$ cat src/rtl/div_byte_host.sv
// div_byte_host: host-side initiator for the byte-serial divider core.
// Serializes a 32/32 dividend/divisor pair into 8 push-strobed bytes, then
// gathers the divider's 8-byte pull-framed reply into quotient/remainder.
// Optional feature: define DIVHOST_TIMEOUT_EN to bound the wait for pull_in
// to TIMEOUT_CYC cycles (otherwise rsp_timeout is tied low).
module div_byte_host #(
  parameter int unsigned SETUP_CYC   = 1,
  parameter int unsigned GAP_CYC     = 1,
  parameter int unsigned TIMEOUT_CYC = 4096
) (
  input  logic        clk,
  input  logic        rst,
  input  logic        cmd_valid,
  output logic        cmd_ready,
  input  logic        cmd_sign,
  input  logic [31:0] cmd_dividend,
  input  logic [31:0] cmd_divisor,
  output logic [7:0]  byte_out,
  output logic        push_out,
  output logic        sign_out,
  input  logic [7:0]  byte_in,
  input  logic        pull_in,
  output logic        rsp_valid,
  input  logic        rsp_ready,
  output logic [31:0] rsp_quotient,
  output logic [31:0] rsp_remainder,
  output logic        rsp_timeout
);

  // One shared cycle counter serves SETUP, GAP and the WAIT timeout.
  localparam int unsigned MAX_SG  = (SETUP_CYC > GAP_CYC) ? SETUP_CYC : GAP_CYC;
  localparam int unsigned CNT_MAX = (MAX_SG > TIMEOUT_CYC) ? MAX_SG : TIMEOUT_CYC;
  localparam int unsigned CNT_W   = (CNT_MAX < 2) ? 1 : $clog2(CNT_MAX + 1);

  localparam logic [2:0] S_IDLE    = 3'd0;
  localparam logic [2:0] S_SETUP   = 3'd1;
  localparam logic [2:0] S_PUSH    = 3'd2;
  localparam logic [2:0] S_GAP     = 3'd3;
  localparam logic [2:0] S_WAIT    = 3'd4;
  localparam logic [2:0] S_COLLECT = 3'd5;
  localparam logic [2:0] S_RESP    = 3'd6;

  logic [2:0]       state_q, state_d;
  logic [CNT_W-1:0] cnt_q, cnt_d;
  logic [2:0]       idx_q, idx_d;
  logic [2:0]       col_q, col_d;
  logic [55:0]      shreg_q, shreg_d;
  logic [63:0]      res_q, res_d;
  logic [7:0]       byte_q, byte_d;
  logic             sign_q, sign_d;
  logic [31:0]      quot_q, quot_d;
  logic [31:0]      rem_q, rem_d;
  logic             ready_q, ready_d;
  logic             push_q, push_d;
  logic             valid_q, valid_d;
  logic             adv;
`ifdef DIVHOST_TIMEOUT_EN
  logic             to_q, to_d;
`endif

  // Next-state and registered-output computation.
  always_comb begin
    state_d = state_q;
    cnt_d   = cnt_q;
    idx_d   = idx_q;
    col_d   = col_q;
    shreg_d = shreg_q;
    res_d   = res_q;
    byte_d  = byte_q;
    sign_d  = sign_q;
    quot_d  = quot_q;
    rem_d   = rem_q;
    adv     = 1'b0;
`ifdef DIVHOST_TIMEOUT_EN
    to_d    = to_q;
`endif

    case (state_q)
      S_IDLE: begin
        if (cmd_valid && ready_q) begin
          state_d = S_SETUP;
          byte_d  = cmd_dividend[31:24];
          shreg_d = {cmd_dividend[23:0], cmd_divisor};
          idx_d   = 3'd0;
          cnt_d   = '0;
          sign_d  = cmd_sign;
        end
      end
      S_SETUP: begin
        if (cnt_q == CNT_W'(SETUP_CYC - 1)) begin
          state_d = S_PUSH;
          cnt_d   = '0;
        end else begin
          cnt_d = cnt_q + CNT_W'(1);
        end
      end
      S_PUSH: begin
        if (GAP_CYC == 0) begin
          adv = 1'b1;
        end else begin
          state_d = S_GAP;
        end
      end
      S_GAP: begin
        if (cnt_q == CNT_W'(GAP_CYC - 1)) begin
          cnt_d = '0;
          adv   = 1'b1;
        end else begin
          cnt_d = cnt_q + CNT_W'(1);
        end
      end
      S_WAIT: begin
        if (pull_in) begin
          state_d = S_COLLECT;
          res_d   = {56'd0, byte_in};
          col_d   = 3'd1;
          cnt_d   = '0;
        end
`ifdef DIVHOST_TIMEOUT_EN
        else if (cnt_q == CNT_W'(TIMEOUT_CYC - 1)) begin
          state_d = S_RESP;
          cnt_d   = '0;
          quot_d  = 32'hFFFF_FFFF;
          rem_d   = 32'hFFFF_FFFF;
          to_d    = 1'b1;
        end else begin
          cnt_d = cnt_q + CNT_W'(1);
        end
`endif
      end
      S_COLLECT: begin
        res_d[{col_q, 3'b000} +: 8] = byte_in;
        col_d = col_q + 3'd1;
        if (col_q == 3'd7) begin
          state_d = S_RESP;
          quot_d  = res_d[63:32];
          rem_d   = res_d[31:0];
        end
      end
      S_RESP: begin
        if (rsp_ready) begin
          state_d = S_IDLE;
`ifdef DIVHOST_TIMEOUT_EN
          to_d    = 1'b0;
`endif
        end
      end
      default: state_d = S_IDLE;
    endcase

    // Step to the next byte, or hand over to the reply wait after byte 7.
    if (adv) begin
      if (idx_q != 3'd7) begin
        state_d = S_SETUP;
        idx_d   = idx_q + 3'd1;
        byte_d  = shreg_q[55:48];
        shreg_d = {shreg_q[47:0], 8'h00};
      end else begin
        state_d = S_WAIT;
      end
    end

    ready_d = (state_d == S_IDLE);
    push_d  = (state_d == S_PUSH);
    valid_d = (state_d == S_RESP);
  end

  // State and output registers with synchronous reset.
  always_ff @(posedge clk) begin
    if (rst) begin
      state_q <= S_IDLE;
      cnt_q   <= '0;
      idx_q   <= 3'd0;
      col_q   <= 3'd0;
      shreg_q <= '0;
      res_q   <= '0;
      byte_q  <= 8'h00;
      sign_q  <= 1'b0;
      quot_q  <= '0;
      rem_q   <= '0;
      ready_q <= 1'b1;
      push_q  <= 1'b0;
      valid_q <= 1'b0;
`ifdef DIVHOST_TIMEOUT_EN
      to_q    <= 1'b0;
`endif
    end else begin
      state_q <= state_d;
      cnt_q   <= cnt_d;
      idx_q   <= idx_d;
      col_q   <= col_d;
      shreg_q <= shreg_d;
      res_q   <= res_d;
      byte_q  <= byte_d;
      sign_q  <= sign_d;
      quot_q  <= quot_d;
      rem_q   <= rem_d;
      ready_q <= ready_d;
      push_q  <= push_d;
      valid_q <= valid_d;
`ifdef DIVHOST_TIMEOUT_EN
      to_q    <= to_d;
`endif
    end
  end

  assign cmd_ready     = ready_q;
  assign byte_out      = byte_q;
  assign push_out      = push_q;
  assign sign_out      = sign_q;
  assign rsp_valid     = valid_q;
  assign rsp_quotient  = quot_q;
  assign rsp_remainder = rem_q;
`ifdef DIVHOST_TIMEOUT_EN
  assign rsp_timeout   = to_q;
`else
  assign rsp_timeout   = 1'b0;
`endif

endmodule

$ cat config.mk
export PLATFORM = sky130hd
export DESIGN_NAME = div_byte_host
export DESIGN_NICKNAME = d
export VERILOG_FILES = /design/src/rtl/div_byte_host.sv
export SDC_FILE = /design/constraint.sdc
export NUM_CORES = 1
export LEC_CHECK = 0
export ABC_CLOCK_PERIOD_IN_PS = 3100
export CORE_MARGIN = 3
export CORE_UTILIZATION = 54
export DETAILED_ROUTE_END_ITERATION = 12
export HOLD_SLACK_MARGIN = 0.1
export PLACE_DENSITY_LB_ADDON = 0.05
export SLEW_MARGIN = 0
export SYNTH_ARGS = -nofsm -noshare
export SYNTH_HDL_FRONTEND = slang
export SYNTH_SLANG_ARGS = --single-unit
export TNS_END_PERCENT = 30
$ cat constraint.sdc
create_clock -name clk -period 3.1 [get_ports clk]
set_input_delay 0.93 -clock clk [delete_from_list [all_inputs] [get_ports clk]]
set_output_delay 0.93 -clock clk [all_outputs]
set_load 0.005 [all_outputs]
Word-level counts from Yosys, hierarchy flattened
Cells that the tools add are included.
{"block": "op_classes", "add_sub_neg": 4, "n_mul": 0, "n_div": 0, "order_cmp": 0, "n_eq_ne": 12, "shift": 2, "n_mux": 31, "bitwise": 0, "reduce_logical": 11}
{"cell": "56-bit two-way mux", "n": 4}
{"cell": "64-bit case mux with 2 select lines", "n": 1}
{"cell": "64-bit bitwise mux", "n": 1}
{"cell": "64-bit two-way mux", "n": 1}
{"cell": "8-bit by 8-bit variable shift with 64-bit output, first input constant", "n": 1}
{"cell": "8-bit by 8-bit indexed part select with 64-bit output", "n": 1}
{"cell": "13-bit two-way mux", "n": 3}
{"cell": "13-bit case mux with 3 select lines", "n": 1}
{"cell": "3-bit two-way mux", "n": 12}
{"cell": "8-bit two-way mux", "n": 4}
{"cell": "3-bit case mux with 7 select lines", "n": 1}
{"cell": "3-bit == test, second input constant", "n": 5}
{"cell": "13-bit by 1-bit adder with 13-bit output, second input constant", "n": 1}
{"cell": "13-bit zero test", "n": 1}
{"cell": "3-bit by 2-bit == test with 1-bit output, second input constant", "n": 3}
{"cell": "6-bit negator with 8-bit output", "n": 1}
{"cell": "3-bit by 1-bit adder with 3-bit output, second input constant", "n": 2}
{"cell": "3-bit zero test", "n": 2}
{"cell": "3-bit case mux with 2 select lines", "n": 1}
{"cell": "2-bit AND reduction", "n": 3}
{"cell": "2-bit inequality test, second input constant", "n": 2}
{"cell": "3-bit by 1-bit == test with 1-bit output, second input constant", "n": 1}
{"cell": "3-bit inequality test, second input constant", "n": 1}
{"cell": "3-bit AND reduction", "n": 1}
{"cell": "other kinds (5)", "n": 6}
{"block": "word_totals", "regBits": 218, "latch_bits": 0, "mem_bits_rw": 0, "romBits": 0, "in_bits": 78, "output_inout_bits": 77, "word_cells": 73, "memories": 0}

Depth between registers and ports, before layout
Gate-level depths: netlist of the first run.
{"block": "logic_depth", "word_depth": 5, "ltp_mapped": 8, "depth_no_buf": 7}

Worst setup path after synthesis of the first run
No wires, ideal clock.
{"block": "synth_path", "path_kind": "register to register", "from": "register col_q[0]", "to": "register quot_q[0], in the netlist rsp_quotient[0]", "setup_ns": 0.086, "t_arrival_ns": 2.576, "t_required_ns": 3.014, "path_slack_ns": 0.439, "stages_incl_launch_ff": 9, "n_path_buf": 1, "synth_period_minus_slack_ns": 2.661, "path_cell_list": "dfxtp_1 -> inv_1 -> ha_1 -> ha_1 -> or4b_2 -> or2_2 -> clkbuf_1 -> mux2i_1 -> a211oi_1"}
{"block": "synth_via", "elab_chain_cells": 3, "elab_cells_between_ends": 6, "classes_between": "add/sub (1); eq/ne (1); shift (2); mux (1); reduce/logical (1)"}
{"element": "start, declared", "line": "46", "source": "logic [2:0] col_q, col_d;"}
{"element": "start signal, assigned", "line": "191", "source": "col_q <= col_d;"}
{"element": "6-bit negator with 8-bit output", "line": "132", "source": "res_d[{col_q, 3'b000} +: 8] = byte_in;"}
{"element": "8-bit by 8-bit indexed part select with 64-bit output or 8-bit by 8-bit variable shift with 64-bit output (tied branches)", "line": "132"}
{"element": "64-bit bitwise mux", "line": "132"}
{"element": "end signal, assigned", "line": "196", "source": "quot_q <= quot_d;"}
{"element": "end, declared", "line": "51", "source": "logic [31:0] quot_q, quot_d;"}
Parallel ways exist; a longest one is shown, timed or not.
A chain may end at the register's enable or synchronous reset.

Final worst setup path of the first run
{"block": "layout_path", "from": "register col_q[1]", "to": "register quot_q[0], in the netlist rsp_quotient[0]"}
Same word-level chain as after synthesis.

==> impl_metrics.json, run 1 <==
{
  "fin_tns_setup_ns": 0,
  "rows": 47,
  "synth_top_area_cell": "dfxtp_1",
  "h-tree-depth": 1,
  "cts_root_buffer": "clkbuf_16",
  "fin_crit_ns": 2.715,
  "cp-end-kind": "register",
  "drc_errors": 0,
  "grt_overflow_total": 0,
  "fp.dieArea_um2": 19150,
  "place.port_buffers": 153,
  "setup_ws_ns": 0.3849,
  "cts_resized": 0,
  "r2r_cells": 7,
  "drive_gt1_share_pct": 9.182,
  "start_util_pct": 56.08,
  "numCtsBuffers": 24,
  "power.leakage_nw": 4.095,
  "grt_max_degree": 113,
  "antenna_found_initial": 0,
  "drt_wl_total_mm": 22.58,
  "synthArstFlopShare_pct": 0,
  "critPathKind": "reg -> reg",
  "holdPathEnd": "shreg_q[6]",
  "drtIter0Drc": 538,
  "post_dp_cell_area_um2": 11190,
  "nets": 1170,
  "peakVddDrop_mv": 0.4832,
  "core_area_um2": 16880,
  "skew_ns": 0.01431,
  "clkLatencyLatePin_ns": 0.52,
  "pre_cts_ws_ns": 0.1038,
  "yosys_warnings": 0,
  "hp-class": "reg -> reg",
  "rsz0062_at_grt": "no",
  "cap_violations": 0,
  "post-cts-setup-buffers": 0,
  "area_delta_synth_final_pct": 27.31,
  "die_height_um": 138.4,
  "synth_area_leaders": "dfxtp_1, mux2i_1, a211oi_1, nor2_1, o2bb2ai_1",
  "syn_nets": 1051,
  "first_pass_iters": 5,
  "path_delay_family": "simple AND/OR/NAND/NOR gates",
  "holdPathStages": 2,
  "arrival_ns": 3.12,
  "n_fill_cell": 1302,
  "ant_nets": 0,
  "reg2reg_from": "col_q[1]",
  "maxSlewHeadroom_pct": 60.89,
  "finalSetupViolations": 0,
  "synthFlopType": "dfxtp_1",
  "tightest_slew_ns": 0.5866,
  "clkSlewWorstSetupHoldPaths_ns": 0.06,
  "max_freq_ghz": 0.3683,
  "cp_max_fo": 8,
  "wl_per_cell_um": 17.10,
  "pwr_density_cell_nw_per_um2": 665.3,
  "ys_ff_latch": 218,
  "synth_edf_count": 0,
  "slew_viol_final": 0,
  "ctsHoldBuffers": 0,
  "synth_top_cell_area_share_pct": 46.11,
  "crit_top_cell": "ha_1",
  "ys_seq_area_share_pct": 46.11,
  "tritoncts": "yes",
  "vias": 7494,
  "grt_pass1_vias": 7032,
  "die_x_um": 138.4,
  "grt_first_pass_wirelength_mm": 36.78,
  "grt_usage_pct": 22.43,
  "cp_slowest_cell": "or4b_2",
  "clock-sinks": 218,
  "ys_types": 52,
  "syn_area_um2": 9465,
  "avgSynthCellArea_um2": 9.829,
  "timing.rr.end": "rsp_quotient[0]",
  "io_pins": 155,
  "cpPeakStageDelay_ns": 0.65,
  "status": "completed",
  "r2r_slack_ns": 0.38,
  "cp_num_buf_inv": 1,
  "path_cells": "inv_1 > ha_1 > ha_1 > or4b_2 > or2_2 > mux2i_1 > a211oi_1",
  "stdcell_area_um2": 12050,
  "finalHoldViolations": 0,
  "hpwl_mm": 14.72,
  "required_ns": 3.51,
  "whs_ns": 0.4588,
  "clk_path_buf_depth": 3,
  "timing.final.crit_share_pct": 87.58,
  "critPathLaunchType": "register",
  "postSynthCellCount": 963,
  "gp_congestion": 0.8534,
  "diodes": 0,
  "min_from": "shreg_q[6]",
  "viasPerCell": 5.677
}
-- cells in the mapped netlist (8+ instances only) --
cell / n
o21ai_0: 12
or4_1: 8
o2bb2ai_1: 48
clkbuf_1: 62
nor2_1: 128
a211oi_2: 29
nand2b_1: 22
nor3_1: 8
nand3_1: 13
a21oi_1: 21
and2_1: 25
ha_1: 10
dfxtp_1: 218
a211oi_1: 99
mux2i_1: 129
nand2_1: 34
buf_1: 9
-- final cells by class --
class / count / area [um2] / share of cell area [%]
multi-input combinational: 658 / 4752 / 39.44
sequential: 218 / 4364 / 36.22
timing repair buffer: 174 / 1778 / 14.75
clock buffer: 34 / 688.2 / 5.711
tap: 220 / 275.3 / 2.284
clock inverter: 10 / 170.2 / 1.412
inverter: 6 / 22.52 / 0.1869
-- worst reg2reg max path: stages, from the launching register on --
cell and delay, ns:
dfxtp_1 0.42, inv_1 0.10, ha_1 0.19, ha_1 0.40, or4b_2 0.65, or2_2 0.43, mux2i_1 0.16, a211oi_1 0.27
-- worst max path at each step --
stage	from	end	slack (ns)	cells after the start
after global placement	pull_in	cnt_q[11]	0.21	5
after detailed placement	pull_in	cnt_q[10]	0.10	5
after global routing	col_q[1]	rsp_quotient[1]	0.21	7
after CTS	col_q[1]	rsp_quotient[0]	0.37	7
after floorplan	col_q[0]	rsp_quotient[0]	0.44	8
final	col_q[1]	rsp_quotient[0]	0.38	7
-- routing by layer --
metal,global-route usage (%),wire length (um)
met1,32.31,10740
met5,0,0
met2,35.28,10190
met3,3.971,1138
met4,5.304,508
-- flip-flops by register name, indices dropped and copies added (netlist names) --
name / count
push_out: 1
col_q: 3
shreg_q: 56
sign_out: 1
rsp_quotient: 32
rsp_remainder: 32
rsp_valid: 1
byte_out: 8
state_q: 3
cmd_ready: 1
cnt_q: 13
res_q: 64
idx_q: 3
-- kinds of logic after synthesis --
kind of cell             count (synthesis)  synth area share (%)
AO/OA/AOI/OAI                          235                 19.92
XOR/XNOR                                 5                0.4626
adder cells (fa/ha/maj)                 10                 1.322
buffers and inverters                   87                 3.873
flip-flops                             218                 46.11
multiplexers                           129                 13.64
other                                    1               0.03962
AND/OR/NAND/NOR                        278                 14.63
-- power by group --
part / switching [mW] / internal, mW
logic: 0.866 / 0.835
registers: 0.199 / 3.09
clock network: 1.14 / 1.89
-- placed cells by master (no fill, tap or decap), drive strengths merged, types with 3 or more instances in the layout --
| cell type | instances |
|---|---|
| a211oi | 128 |
| a21oi | 22 |
| a31oi | 4 |
| and2 | 26 |
| and3b | 7 |
| buf | 22 |
| bufinv | 4 |
| clkbuf | 34 |
| clkdlybuf4s50 | 152 |
| clkinv | 3 |
| dfxtp | 218 |
| ha | 10 |
| inv | 7 |
| mux2i | 129 |
| nand2 | 34 |
| nand2b | 22 |
| nand3 | 13 |
| nand4 | 4 |
| nand4bb | 3 |
| nor2 | 128 |
| nor2b | 3 |
| nor3 | 8 |
| nor3b | 7 |
| nor4 | 5 |
| o21a | 3 |
| o21ai | 12 |
| o2bb2ai | 48 |
| o31ai | 7 |
| or2 | 3 |
| or4 | 9 |
| xnor2 | 5 |
-- per-stage QoR --
stage	power (mW)	std cells	utilization [%]
after global routing	8.359	1320	71.40
after global placement	5.012	1276	66.31
after CTS	8.082	1320	71.40
after detailed placement	5.039	1276	66.31
final	8.017	1320	71.40
after floorplan	4.524	963	-
Power figures use the tool's default switching activity.
==> inputs of run 2 (changes only) <==
--- a/config.mk
+++ b/config.mk
@@ -6,7 +6,7 @@
 export NUM_CORES = 1
 export LEC_CHECK = 0
 export ABC_CLOCK_PERIOD_IN_PS = 3100
-export CORE_MARGIN = 3
+export CORE_MARGIN = 2
 export CORE_UTILIZATION = 54
 export DETAILED_ROUTE_END_ITERATION = 12
 export HOLD_SLACK_MARGIN = 0.1
==> impl_metrics.json, run 2 (same netlist as run 1, synthesis figures left out) <==
{
  "fin_crit_ns": 2.857,
  "required_ns": 3.50,
  "fp.dieArea_um2": 18600,
  "cts_resized": 0,
  "drive_gt1_share_pct": 8.850,
  "finalSetupViolations": 0,
  "area_delta_synth_final_pct": 26.29,
  "viasPerCell": 5.645,
  "post-route-util_pct": 69.35,
  "maxSlewHeadroom_pct": 49.31,
  "clk_path_buf_depth": 3,
  "fin_tns_setup_ns": 0,
  "arrival_ns": 3.25,
  "swShare_pct": 27.87,
  "ctsHoldBuffers": 0,
  "slew_viol_final": 0,
  "finalHoldViolations": 0,
  "tritoncts": "yes",
  "cts_root_buffer": "clkbuf_16",
  "drt_wl_total_mm": 22.44,
  "clockPowerShare_pct": 35.1,
  "rsz0062_at_grt": "no",
  "first_pass_iters": 5,
  "cp-end-kind": "register",
  "hpwl_mm": 14.55,
  "post-cts-setup-buffers": 0,
  "reg_top3": "res_q (64), shreg_q (56)",
  "nets": 1169,
  "final_common_cell": "dfxtp_1",
  "tightest_slew_ns": 0.7546,
  "n_fill_cell": 1403,
  "post_dp_cell_area_um2": 11210,
  "gp_congestion": 0.8440,
  "drtIter0Drc": 500,
  "setup_ws_ns": 0.2435,
  "clkSlewWorstSetupHoldPaths_ns": 0.06,
  "p_sw_mw": 2.152,
  "start_util_pct": 54.91,
  "largest_reg_flops": 64,
  "hp-class": "reg -> reg",
  "p_comb_share_pct": 22.6,
  "status": "completed",
  "rows": 48,
  "power_frac_seq_pct": 42.3,
  "critPathKind": "reg -> reg",
  "h-tree-depth": 1,
  "clock-sinks": 218,
  "ant_nets": 0,
  "cpPeakStageDelay_ns": 0.65,
  "path_cells": "inv_1 > ha_1 > ha_1 > or4b_2 > or2_2 > mux2i_1 > a211oi_1",
  "pre_cts_ws_ns": 0.1360,
  "cp_slowest_cell": "or4b_2",
  "pwr_density_cell_nw_per_um2": 645.8,
  "skew_ns": 0.01059,
  "vias": 7457,
  "core_area_um2": 17240,
  "place.port_buffers": 153,
  "timing.final.crit_share_pct": 92.15,
  "die_height_um": 136.4,
  "stdcell_area_um2": 11950,
  "antenna_found_initial": 0,
  "regMostFlops": "res_q",
  "p_int_mw": 5.568,
  "max_freq_ghz": 0.3501,
  "total_power_mw": 7.720,
  "numCtsBuffers": 23,
  "most-common-layout-cells": "dfxtp_1, clkdlybuf4s50_1, mux2i_1",
  "cap_violations": 0,
  "grt_first_pass_wirelength_mm": 35.67,
  "peakVddDrop_mv": 0.4366,
  "clkLatencyLatePin_ns": 0.50,
  "grt_overflow_total": 0,
  "diodes": 0,
  "critPathLaunchType": "register",
  "crit_top_cell": "ha_1",
  "power.leakage_nw": 4.055,
  "cp_max_fo": 9,
  "wl_per_cell_um": 16.99,
  "die_x_um": 136.4,
  "io_pins": 155,
  "grt_usage_pct": 23.59,
  "grt_pass1_vias": 7009,
  "drc_errors": 0,
  "grt_max_degree": 76
}
## run 2: layout make-up
cell class	instances	area [um2]	area share, %
well taps	225	281.5	2.355
multi-input cells	658	4752	39.75
clock buffers	32	649.4	5.432
clock inverters	8	93.84	0.7850
repair buffers	174	1790	14.98
inverters	6	22.52	0.1884
flip-flops and latches	218	4364	36.51
## run 2: power by group through the flow
stage / registers, mW / logic [mW] / clock network (mW)
after global placement: 3.32 / 1.71 / 0
after CTS: 3.26 / 1.75 / 2.75
after detailed placement: 3.32 / 1.73 / 0
final: 3.27 / 1.75 / 2.71
after global routing: 3.30 / 1.90 / 2.85
after floorplan: 3.28 / 1.25 / 0
## run 2: per-stage QoR
step | hold slack (ns) | std cells
4_1_cts | 0.4593 | 1321
5_1_grt | 0.4762 | 1321
6_report | 0.4590 | 1321
3_5_place_dp | 0.4455 | 1281
2_1_floorplan | 0.4317 | 963
3_3_place_gp | 0.4429 | 1281
## run 2: final timing paths
kind                                  from  depth (start not counted)  slack [ns]         endpoint
worst max-delay path              col_q[0]                          7        0.24  rsp_quotient[6]
worst min-delay path            shreg_q[0]                          2        0.46       shreg_q[0]
worst max register to register    col_q[0]                          7        0.24  rsp_quotient[6]
worst min register to register  shreg_q[0]                          2        0.46       shreg_q[0]
## run 2: layer usage
layer,global-route usage (%),share of wire (%)
met1,32.41,47
met2,38.81,46
met3,3.542,4.7
met4,6.308,2.0
met5,0,0
## run 2: critical path: cells and delay by family, from the launching register on
family	cells	cell delay, ns
simple gates	2	1.08
compound gates	1	0.29
buf+inv	1	0.12
mux	1	0.17
fa+ha+maj	2	0.62
flops	1	0.48
==> inputs of run 3 (changes only) <==
--- a/config.mk
+++ b/config.mk
@@ -7,8 +7,9 @@
 export LEC_CHECK = 0
 export ABC_CLOCK_PERIOD_IN_PS = 3100
 export CORE_MARGIN = 2
-export CORE_UTILIZATION = 54
+export CORE_UTILIZATION = 55
 export DETAILED_ROUTE_END_ITERATION = 12
+export DONT_BUFFER_PORTS = 1
 export HOLD_SLACK_MARGIN = 0.1
 export PLACE_DENSITY_LB_ADDON = 0.05
 export SLEW_MARGIN = 0
==> impl_metrics.json, run 3 (same netlist as run 1, synthesis figures left out) <==
{
  "status": "completed",
  "cp_max_fo": 9,
  "h-tree-depth": 1,
  "slew_viol_final": 0,
  "max_freq_ghz": 0.3558,
  "maxSlewHeadroom_pct": 49.68,
  "tritoncts": "yes",
  "r2r_cells": 7,
  "grt_max_degree": 172,
  "timing.rr.end": "rsp_quotient[7]",
  "grt_overflow_total": 0,
  "grt_pass1_vias": 6710,
  "drc_errors": 0,
  "p_comb_share_pct": 19.0,
  "finalHoldViolations": 0,
  "cap_violations": 0,
  "clk_path_buf_depth": 3,
  "swShare_pct": 27.67,
  "viasPerCell": 5.989,
  "clock-sinks": 218,
  "pwr_density_cell_nw_per_um2": 717.3,
  "clkSlewWorstSetupHoldPaths_ns": 0.06,
  "start_util_pct": 56.68,
  "wl_per_cell_um": 18.54,
  "total_power_mw": 7.387,
  "r2r_slack_ns": 0.29,
  "drt_wl_total_mm": 21.46,
  "die_x_um": 135.2,
  "fin_tns_setup_ns": 0,
  "drtIter0Drc": 407,
  "peakVddDrop_mv": 0.4752,
  "diodes": 0,
  "largest_reg_flops": 64,
  "tightest_slew_ns": 0.7490,
  "holdPathEnd": "res_q[27]",
  "fin_crit_ns": 2.810,
  "cpPeakStageDelay_ns": 0.65,
  "core_area_um2": 16700,
  "reg_top3": "res_q (64), shreg_q (56)",
  "skew_ns": 0.008126,
  "hpwl_mm": 14.30,
  "die_height_um": 135.2,
  "critPathKind": "reg -> reg",
  "grt_first_pass_wirelength_mm": 34.53,
  "reg2reg_from": "col_q[0]",
  "grt_usage_pct": 23.11,
  "first_pass_iters": 5,
  "power_frac_seq_pct": 44.8,
  "drive_gt1_share_pct": 9.072,
  "nets": 1010,
  "timing.final.crit_share_pct": 90.66,
  "post-cts-setup-buffers": 0,
  "ant_nets": 0,
  "regMostFlops": "res_q",
  "clkLatencyLatePin_ns": 0.50,
  "vias": 6929,
  "p_sw_mw": 2.044,
  "p_int_mw": 5.343,
  "cp-end-kind": "register",
  "io_pins": 155,
  "arrival_ns": 3.22,
  "path_cells": "inv_1 > ha_1 > ha_1 > or4b_2 > or2_2 > mux2i_1 > a211oi_1",
  "hp-class": "reg -> reg",
  "clockPowerShare_pct": 36.2,
  "crit_top_cell": "ha_1",
  "area_delta_synth_final_pct": 8.803,
  "gp_congestion": 0.8115,
  "power.leakage_nw": 3.432,
  "cts_resized": 0,
  "critPathLaunchType": "register",
  "whs_ns": 0.4592,
  "ctsHoldBuffers": 0,
  "most-common-layout-cells": "dfxtp_1, mux2i_1, nor2_1",
  "place.port_buffers": 0,
  "min_from": "res_q[27]",
  "rsz0062_at_grt": "no",
  "rows": 47,
  "finalSetupViolations": 0,
  "numCtsBuffers": 24,
  "cts_root_buffer": "clkbuf_16",
  "required_ns": 3.51,
  "final_common_cell": "dfxtp_1",
  "fp.dieArea_um2": 18280,
  "antenna_found_initial": 0,
  "cp_slowest_cell": "or4b_2",
  "holdPathStages": 1
}
run 3: worst max-delay path by stage:
stage	endpoint	slack, ns	startpoint
final	rsp_quotient[7]	0.29	col_q[0]
after global routing	rsp_quotient[7]	0.16	col_q[0]
after CTS	rsp_quotient[7]	0.32	col_q[0]
after detailed placement	rsp_quotient[6]	0.32	col_q[0]
after global placement	rsp_quotient[0]	0.49	col_q[0]
after floorplan	rsp_quotient[0]	0.44	col_q[0]
run 3: metrics by stage:
stage               setup slack [ns]  cell area (um2)  cells  util, %
finish                        0.2896            10300   1157    61.66
global route                  0.1632            10300   1157    61.66
CTS                           0.3199            10300   1157    61.66
detailed placement            0.3155             9557   1116    57.22
global placement              0.4856             9557   1116    57.22
floorplan                     0.4389             9465    963        -
run 3: layer usage:
layer / global-route usage [%] / vias up / routed length, um
li1: - / 3428 / -
met3: 5.612 / 31 / 1492
met2: 36.89 / 182 / 9860
met4: 7.002 / 0 / 483
met1: 31.22 / 3288 / 9620
met5: 0 / - / 0
run 3: critical path, delay by kind of cell, from the launching register on:
kind	cells	cell delay, ns
DFF	1	0.48
buffers and inverters	1	0.14
and+or+nand+nor	2	1.08
AOI/OAI and AO/OA	1	0.24
adders and majority gates	2	0.64
muxes	1	0.16
run 3: power by group through the flow:
stage | sequential (mW) | clock (mW) | combinational (mW)
2_1_floorplan | 3.28 | 0 | 1.25
3_3_place_gp | 3.36 | 0 | 1.35
3_5_place_dp | 3.36 | 0 | 1.40
4_1_cts | 3.30 | 2.75 | 1.41
5_1_grt | 3.34 | 2.85 | 1.55
6_report | 3.31 | 2.68 | 1.40
run 3: cell type report:
cell class / count / area, um2
Timing Repair Buffer: 14 / 142.6
Inverter: 6 / 22.52
Clock buffer: 37 / 690.7
Clock inverter: 4 / 51.30
Multi-Input combinational cell: 658 / 4752
Sequential cell: 218 / 4364
Tap cell: 220 / 275.3
Fill cell: 1390 / 6402
